**src/rtl/ctu_synch_dl_jl_buf.sv**
```systemverilog
// dram->jbus return-path buffer on cmp_clk: captures on dram_rx_sync, releases one word per jbus_tx_sync.
// Latency: a word pushed in cycle t can be popped at t+1 at the earliest; popped data appears on syncdata at the next cycle.
// Backpressure: none upstream; a capture into a full FIFO without a same-cycle pop is dropped and sets sticky ovfl.
module ctu_synch_dl_jl_buf #(
  parameter int SIZE  = 1,
  parameter int DEPTH = 4,
  parameter int PTRW  = 2
) (
  input  logic            cmp_clk,
  input  logic            cmp_rst,
  input  logic            dram_rx_sync,
  input  logic            jbus_tx_sync,
  input  logic            dl_vld,
  input  logic [SIZE-1:0] presyncdata,
  input  logic            ovfl_clr,
  output logic [SIZE-1:0] syncdata,
  output logic            syncvld,
  output logic [PTRW:0]   count,
  output logic            full,
  output logic            empty,
  output logic            ovfl
);

  localparam logic [PTRW:0] DEPTH_C = (PTRW+1)'(DEPTH);

  logic [SIZE-1:0] mem_q [DEPTH];
  logic [PTRW-1:0] wr_ptr_q, wr_ptr_d;
  logic [PTRW-1:0] rd_ptr_q, rd_ptr_d;
  logic [PTRW:0]   count_q, count_d;
  logic            full_q, full_d;
  logic            empty_q, empty_d;
  logic [SIZE-1:0] syncdata_q, syncdata_d;
  logic            syncvld_q, syncvld_d;
  logic            ovfl_q, ovfl_d;
  logic            push, pop, drop;

  // Transfer qualification: a pop at full frees the slot the same-cycle push lands in.
  always_comb begin
    pop  = jbus_tx_sync & ~empty_q;
    push = dram_rx_sync & dl_vld & (~full_q | pop);
    drop = dram_rx_sync & dl_vld & full_q & ~pop;
  end

  // Next-state for pointers, occupancy, output word and overflow flag.
  always_comb begin
    wr_ptr_d   = wr_ptr_q;
    rd_ptr_d   = rd_ptr_q;
    count_d    = count_q;
    syncdata_d = syncdata_q;
    syncvld_d  = syncvld_q;
    ovfl_d     = ovfl_q;

    // Pointers wrap naturally because DEPTH is a power of two.
    if (push) wr_ptr_d = wr_ptr_q + 1'b1;
    if (pop)  rd_ptr_d = rd_ptr_q + 1'b1;

    case ({push, pop})
      2'b10:   count_d = count_q + 1'b1;
      2'b01:   count_d = count_q - 1'b1;
      default: count_d = count_q;
    endcase

    // Each strobe starts a new jbus period: present the head word, or flag no data.
    if (jbus_tx_sync) begin
      syncvld_d = pop;
      if (pop) syncdata_d = mem_q[rd_ptr_q];
    end

    // A drop wins over a simultaneous clear so the loss is never hidden.
    if (drop)          ovfl_d = 1'b1;
    else if (ovfl_clr) ovfl_d = 1'b0;

    full_d  = (count_d == DEPTH_C);
    empty_d = (count_d == '0);
  end

  // Control and output registers; reset overrides every strobe.
  always_ff @(posedge cmp_clk) begin
    if (cmp_rst) begin
      wr_ptr_q   <= '0;
      rd_ptr_q   <= '0;
      count_q    <= '0;
      full_q     <= 1'b0;
      empty_q    <= 1'b1;
      syncdata_q <= '0;
      syncvld_q  <= 1'b0;
      ovfl_q     <= 1'b0;
    end else begin
      wr_ptr_q   <= wr_ptr_d;
      rd_ptr_q   <= rd_ptr_d;
      count_q    <= count_d;
      full_q     <= full_d;
      empty_q    <= empty_d;
      syncdata_q <= syncdata_d;
      syncvld_q  <= syncvld_d;
      ovfl_q     <= ovfl_d;
    end
  end

  // Storage array; contents are don't-care after reset so it carries no reset.
  always_ff @(posedge cmp_clk) begin
    if (push && !cmp_rst) mem_q[wr_ptr_q] <= presyncdata;
  end

  assign syncdata = syncdata_q;
  assign syncvld  = syncvld_q;
  assign count    = count_q;
  assign full     = full_q;
  assign empty    = empty_q;
  assign ovfl     = ovfl_q;

endmodule

```
**config.mk**
```make
export PLATFORM = sky130hd
export DESIGN_NAME = ctu_synch_dl_jl_buf
export DESIGN_NICKNAME = d
export VERILOG_FILES = /design/src/rtl/ctu_synch_dl_jl_buf.sv
export SDC_FILE = /design/constraint.sdc
export NUM_CORES = 1
export LEC_CHECK = 0
export BUFFER_PORTS_ARGS = -buffer_cell sky130_fd_sc_hd__buf_4
export CAP_MARGIN = 30
export CORE_MARGIN = 8
export CORE_UTILIZATION = 45
export CTS_BUF_LIST = sky130_fd_sc_hd__clkbuf_8 sky130_fd_sc_hd__clkbuf_16
export DETAILED_ROUTE_END_ITERATION = 7
export PLACE_DENSITY = 0.74
export SLEW_MARGIN = 20
export SYNTH_ARGS = -nofsm -noshare
export SYNTH_HDL_FRONTEND = slang
export SYNTH_SLANG_ARGS = --single-unit
```
**constraint.sdc**
```tcl
create_clock -name cmp_clk -period 5.2 [get_ports cmp_clk]
set_clock_uncertainty 0.1 [all_clocks]
set_input_delay 0.52 -clock cmp_clk [delete_from_list [all_inputs] [get_ports cmp_clk]]
set_output_delay 0.52 -clock cmp_clk [all_outputs]
set_load 0.1 [all_outputs]
```
==> results by group, run 1 <==
Run status
  – Status: completed

STA
  – Fmax: 401 MHz
  – Final Critical Period: 2490 ps
  – Slew Viols, Final: 0
  – Worst slew margin: 76.4%
  – Setup violators final: 0
  – RSZ-0062 raised after global routing: false
  – Slew @ Worst Pin: 353 ps
  – Setup TNS: 0 ps
  – Fin crit share: 47.9%
  – Final hold violations: 0

Pwr
  – Comb pwr share: 35.1%
  – Sw frac: 38.3%
  – Leak: 0.398 nW
  – VDD IR max: 0.146 mV
  – Sequential Power Share: 40.7%
  – Power share of the clock group: 24.3%
  – Pwr dens: 400 nW/um^2
  – NetSw: 0.142 mW
  – Internal portion of total power: 0.229 mW

Clocking
  – Num CTS Buffers: 3
  – Skew-Pair Late Insertion Delay: 240 ps
  – Htree depth: 1
  – Reg clk slew, reported paths: 60 ps
  – CTS sink count: 16
  – TritonCTS clock tree: built
  – Clk buf depth: 2
  – Post-CTS Hold Fix Bufs: 0
  – Root buffer selected by CTS: clkbuf_8
  – Setup repair bufs after CTS: 0
  – Post-CTS Resized: 0

Detailed routing
  – Routed Antenna Nets: 0
  – DR DRC count: 0
  – Vias: 518
  – DRT Pass-1 Iters: 4
  – Vias per inst: 5.03
  – Wire per inst: 12.7 um
  – Iteration-0 DRC count of the detailed router: 4
  – Total Wirelength: 1.31 mm

Logic synthesis
  – Synth cell types: 26
  – Synthesized instance count: 71
  – Syn Nets: 84
  – Synth Area per Inst: 11.1 um^2
  – Sequential fraction of the synthesis area: 45.9%
  – Ys Warns: 0
  – Synthesized area: 786 um^2
  – Flip-flop and latch count after synthesis: 16

Critical path
  – Largest stage delay on the critical path: 380 ps
  – Worst setup SP type: register
  – Worst path depth: 8
  – Crit path max fanout: 7
  – Worst setup EP type: register
  – Worst reg2reg path depth: 8
  – Crit path buf inv count: 1
  – Slowest CP cell: fa_1
  – CP required: 5260 ps
  – Worst-path cell chain: nand2b_1, a21oi_2, inv_1, ha_1, fa_1, xnor2_1, or3_1, a211oi_2
  – CP arrival: 2550 ps
  – Top delay family on crit path: simple AND/OR/NAND/NOR gates
  – Type of the worst setup path: register to register

Floorplanning
  – Die Y: 57.8 um
  – Die width: 57.8 um
  – Core ar.: 1690 um^2
  – Initial Util: 46.5%
  – Die area: 3340 um^2
  – # IOs: 15
  – # rows: 15

Job
  – Max cap viols: 0

GRT
  – Global-route wire length before repair: 2.11 mm
  – Vias in the first global route: 500
  – GRT overflow: 0
  – Initial antenna violation count: 0
  – All-layer global routing usage: 8.35%
  – Pin count of the biggest net entering global routing: 16

Layout
  – Final core occ: 55.0%
  – Layout cell share with drive strength beyond 1: 24.4%
  – Final nets: 100
  – Area growth, synth to finish: 18.3%
  – Diode count: 0

Min path
  – Hold Path Cell Cnt: 1
  – Hold WC Path Type: primary input to register

Place
  – RD Place Congestion: 0.749
  – IO Port Bufs: 14
  – DP HPWL: 1.01 mm
==> worst reg2reg max path, delay by kind of cell (launching register included) <==
family,cells,cell delay (ps)
buffers and inverters,1,60
adders and majority gates,2,610
xor gates and xnor gates,1,170
AOI/OAI and AO/OA,2,490
and+or+nand+nor,2,650
DFF,1,310
==> layout by cell type, fill, tap and decap left out <==
master     n
a21oi_1    4
buf_4     14
nand4_1    1
a221o_1    1
and2_1     4
nor2b_1    1
nand2_1    1
nand2b_1   5
xnor2_1    1
dfxtp_1   12
o21ai_1    1
mux4_2     1
mux2_1     1
fa_1       1
inv_1      5
mux2i_1    3
nor3b_1    1
clkbuf_8   3
nand3b_1   1
nor2_1     8
or3_1      1
edfxtp_1   4
a211oi_2   2
ha_1       5
a21oi_2    1
xor2_1     4
==> cells by family after synthesis <==
family / synth area share [%]
flip-flops: 45.9
AO/OA/AOI/OAI: 8.76
multiplexers: 8.12
XOR/XNOR: 5.57
buffers and inverters: 5.41
AND/OR/NAND/NOR: 15.8
adder cells (fa/ha/maj): 10.5
==> routing by layer <==
| metal | track usage (%) | vias to the layer above | part of all wire (%) |
|---|---|---|---|
| met1 | 8.54 | 234 | 44 |
| met3 | 2.87 | 4 | 6.3 |
| met4 | 7.34 | 0 | 3.1 |
| met5 | 0 | - | 0 |
| met2 | 13.3 | 11 | 47 |
| li1 | - | 269 | - |
==> registers in the layout (all words and copies together) (netlist names), 2 cells and up <==
| register | flops |
|---|---|
| mem_q | 4 |
| rd_ptr_q | 2 |
| count | 3 |
| wr_ptr_q | 2 |
==> per-stage QoR <==
| stage | setup slack, ps | power (mW) | cells | hold WS [ps] | area [um^2] |
|---|---|---|---|---|---|
| after floorplan | 2390 | 0.262 | 71 | 381 | 786 |
| after global placement | 2530 | 0.283 | 99 | 365 | 885 |
| after detailed placement | 2480 | 0.285 | 99 | 368 | 885 |
| after CTS | 2680 | 0.376 | 103 | 372 | 930 |
| after global routing | 2590 | 0.389 | 103 | 369 | 930 |
| final | 2710 | 0.372 | 103 | 374 | 930 |
==> synth_stat cells <==
cell type / count / area, um^2
buf_6: 2 / 22.5
dfxtp_1: 12 / 240
ha_1: 5 / 62.6
nand4_1: 1 / 6.26
or3_1: 1 / 6.26
xor2_1: 4 / 35.0
nor2_1: 8 / 30.0
xnor2_1: 1 / 8.76
o21ai_1: 1 / 5.00
buf_2: 1 / 5.00
a211oi_2: 2 / 25.0
edfxtp_1: 4 / 120
and2_1: 4 / 25.0
nor2b_1: 1 / 6.26
mux2i_1: 3 / 30.0
nand2_1: 1 / 3.75
fa_1: 1 / 20.0
mux4_2: 1 / 22.5
inv_1: 4 / 15.0
nand2b_1: 5 / 31.3
nand3b_1: 1 / 7.51
mux2_1: 1 / 11.3
a21oi_2: 1 / 8.76
a21oi_1: 4 / 20.0
nor3b_1: 1 / 7.51
a221o_1: 1 / 10.0
==> final timing paths <==
check                       endpoint  slack (ps)               from
setup / recovery     full$_SDFF_PP0_        2710   empty$_SDFF_PP1_
hold / removal    mem_q[1]$_DFFE_PP_         370        presyncdata
hold reg to reg    ovfl$_SDFFE_PP0P_         380  ovfl$_SDFFE_PP0P_
setup reg to reg     full$_SDFF_PP0_        2710   empty$_SDFF_PP1_
==> layout make-up <==
cell class                 instances  area, um^2
fill                             159         759
multi-input combinational         48         383
sequential                        16         360
timing repair buffer              14         105
clock buffer                       3        41.3
tap                               17        21.3
inverter                           4        15.0
clock inverter                     1        3.75
==> power groups by stage <==
| stage | sequential, mW | clock (mW) | combinational [mW] |
|---|---|---|---|
| floorplan | 0.212 | 0 | 0.0496 |
| global placement | 0.153 | 0 | 0.130 |
| detailed placement | 0.154 | 0 | 0.131 |
| CTS | 0.151 | 0.0935 | 0.131 |
| global route | 0.153 | 0.0992 | 0.137 |
| finish | 0.151 | 0.0901 | 0.130 |
(Power assumes the default switching activity.)
==> run 2, diff against run 1 <==
Clock period 5.2 ns to 2.3 ns, I/O delays scaled along.
==> run 2 against run 1 <==
Compared with the run above: flip-flop and latch count did not move; total power rose by 140%; non-clock buffer count rose by 3; count of clock-buffer cells in the layout stayed put; clock power is 130% higher; wire length up 12%; critical path depth did not move; worst setup slack worse by 2600 ps; combinational power grew to 2.6 times the previous value; final area is 7.5% higher; sequential power grew 130%; first-iteration DRC count rose to 2.8 times the previous value; largest cell class unchanged.
==> results by group, run 2 (synthesis gave the netlist of run 1 again) <==
Layout
  – Final nets: 103 (+3.0%)
  – Layout cell share with drive strength beyond 1: 36.0% (+12 points)
  – Commonest non-fill, non-tap cell in the layout: buf_4
  – Final core occ: 59.2% (+4.1 points)
  – Final Instance Count excl. Fillers: 106 (+2.9%)
  – Area of the multi-input gates: 425 um^2 (+11%)
  – Most frequent cells in the layout: 17 x buf_4, 10 x dfxtp_1, 8 x nor2_1
  – Max FFs per register: 4 (unchanged)
  – Diode count: 0 (unchanged)
  – Area growth, synth to finish: 27.2%
  – Filler cells: 135 (-15%)
  – Reg with most FFs: mem_q
  – Storage cell area: 365 um^2 (+1.4%)

Clocking
  – Reg clk slew, reported paths: 60 ps (about the same)
  – TritonCTS clock tree: built
  – Root buffer selected by CTS: clkbuf_8
  – Htree depth: 1 (unchanged)
  – CTS sink count: 16 (unchanged)
  – Clk buf depth: 2 (unchanged)
  – Post-CTS Hold Fix Bufs: 0 (unchanged)
  – Num CTS Buffers: 3 (unchanged)
  – Skew-Pair Late Insertion Delay: 240 ps (about the same)

STA
  – Slew Viols, Final: 0 (unchanged)
  – Fmax: 454 MHz (+13%)
  – Fin crit share: 95.7% (+48 points)
  – Worst slew margin: 81.3% (+4.8 points)
  – RSZ-0062 raised after global routing: false
  – Final hold violations: 0 (unchanged)
  – Slew @ Worst Pin: 283 ps (-70.2 ps)
  – Hold Slack: 92.4 ps (-281 ps)
  – Setup violators final: 0 (unchanged)
  – Setup WS post-layout: 98.7 ps (-2610 ps)
  – Final Critical Period: 2200 ps (-291 ps)

Job
  – Max cap viols: 0 (unchanged)

Critical path
  – CP required: 2360 ps (-2900 ps)
  – Crit path max fanout: 5 (-2)
  – Worst setup SP type: register
  – Type of the worst setup path: register to register
  – Worst setup EP type: register
  – CP arrival: 2260 ps (-290 ps)

Pwr
  – Power share of the clock group: 23.1% (-1.2 points)
  – Total Power: 0.883 mW (+140%)
  – Leak: 0.423 nW (+6.2%)
  – Sequential Power Share: 39.1% (-1.6 points)
  – Internal portion of total power: 0.548 mW (+140%)
  – NetSw: 0.335 mW (+140%)
  – Comb pwr share: 37.8% (+2.7 points)
  – VDD IR max: 0.468 mV (+220%)
  – Pwr dens: 883 nW/um^2 (+120%)
  – Sw frac: 37.9% (-0.38 points)

GRT
  – All-layer global routing usage: 9.44% (+1.1 points)
  – Initial antenna violation count: 0 (unchanged)
  – GRT overflow: 0 (unchanged)
  – Vias in the first global route: 552 (+10%)
  – Global-route wire length before repair: 2.42 mm (+14%)
  – Pin count of the biggest net entering global routing: 16 (unchanged)

Place
  – DP HPWL: 1.10 mm (+8.2%)
  – Setup slack at placement: 89.6 ps (-2390 ps)
  – IO Port Bufs: 14 (unchanged)
  – # placed instances: 99 (unchanged)
  – RD Place Congestion: 0.749 (about the same)

Detailed routing
  – Total Wirelength: 1.47 mm (+12%)
  – Vias: 543 (+4.8%)
  – DRT Pass-1 Iters: 4 (unchanged)
  – Wire per inst: 13.9 um (+9.0%)
  – Iteration-0 DRC count of the detailed router: 11 (+7)
  – Vias per inst: 5.12 (+1.9%)
  – Routed Antenna Nets: 0 (unchanged)
  – DR DRC count: 0 (unchanged)

Run status
  – Status: completed

Floorplanning
  – # rows: 15 (unchanged)
  – Die area: 3340 um^2 (unchanged)
  – Die width: 57.8 um (unchanged)
  – Core ar.: 1690 um^2 (unchanged)
  – # IOs: 15 (unchanged)
  – Die Y: 57.8 um (unchanged)
  – Initial Util: 46.5% (unchanged)

Min path
  – Hold WC Path Type: primary input to register
-- run 2: power by group through the flow --
stage,combinational [mW],sequential (mW),clock (mW)
2_1_floorplan,0.132,0.485,0
3_3_place_gp,0.315,0.350,0
3_5_place_dp,0.316,0.352,0
4_1_cts,0.319,0.346,0.210
5_1_grt,0.352,0.350,0.224
6_report,0.334,0.345,0.204
-- run 2: worst max-delay path, stage by stage, from the launching register on --
cell	delay [ps]
dfxtp_4	340
nand2b_4	170
a21oi_4	190
inv_2	60
ha_4	170
fa_2	370
xnor2_2	160
or3_4	340
a211oi_2	220
-- run 2: what timing repair did --
| action | CTS | global route |
|---|---|---|
| buffers inserted | 0 | 3 |
| endpoints found under the setup margin | 0 | 2 |
| resized for setup | 0 | 1 |
-- run 2: per-layer routing --
metal,part of all wire (%),vias up,wire length (um),global-route usage (%)
met4,1.6,0,24,5.24
met5,0,-,0,0
met2,49,13,725,15.0
met1,42,255,611,10.2
li1,-,273,-,-
met3,7.3,2,108,4.42
-- run 2: through the flow --
stage	cell area, um^2	TNS [ps]
final	1000	0
after global routing	1000	0
after CTS	972	0
after detailed placement	927	0
after global placement	927	0
after floorplan	835	-57.3
-- run 2: cell type report --
| class | instances | area share [%] |
|---|---|---|
| Sequential cell | 16 | 36.5 |
| Timing Repair Buffer | 17 | 12.8 |
| Clock buffer | 3 | 4.13 |
| Inverter | 4 | 1.50 |
| Multi-Input combinational cell | 48 | 42.6 |
| Clock inverter | 1 | 0.375 |
| Tap cell | 17 | 2.13 |
-- run 2: worst paths after layout --
path | start | endpoint | slack (ps) | cells after the start
worst max-delay path | empty$_SDFF_PP1_ | full$_SDFF_PP0_ | 100 | 8
worst min register to register | syncvld$_SDFFE_PP0P_ | syncvld$_SDFFE_PP0P_ | 370 | 2
worst max register to register | empty$_SDFF_PP1_ | full$_SDFF_PP0_ | 100 | 8
worst min-delay path | presyncdata | mem_q[3]$_DFFE_PP_ | 90 | 1
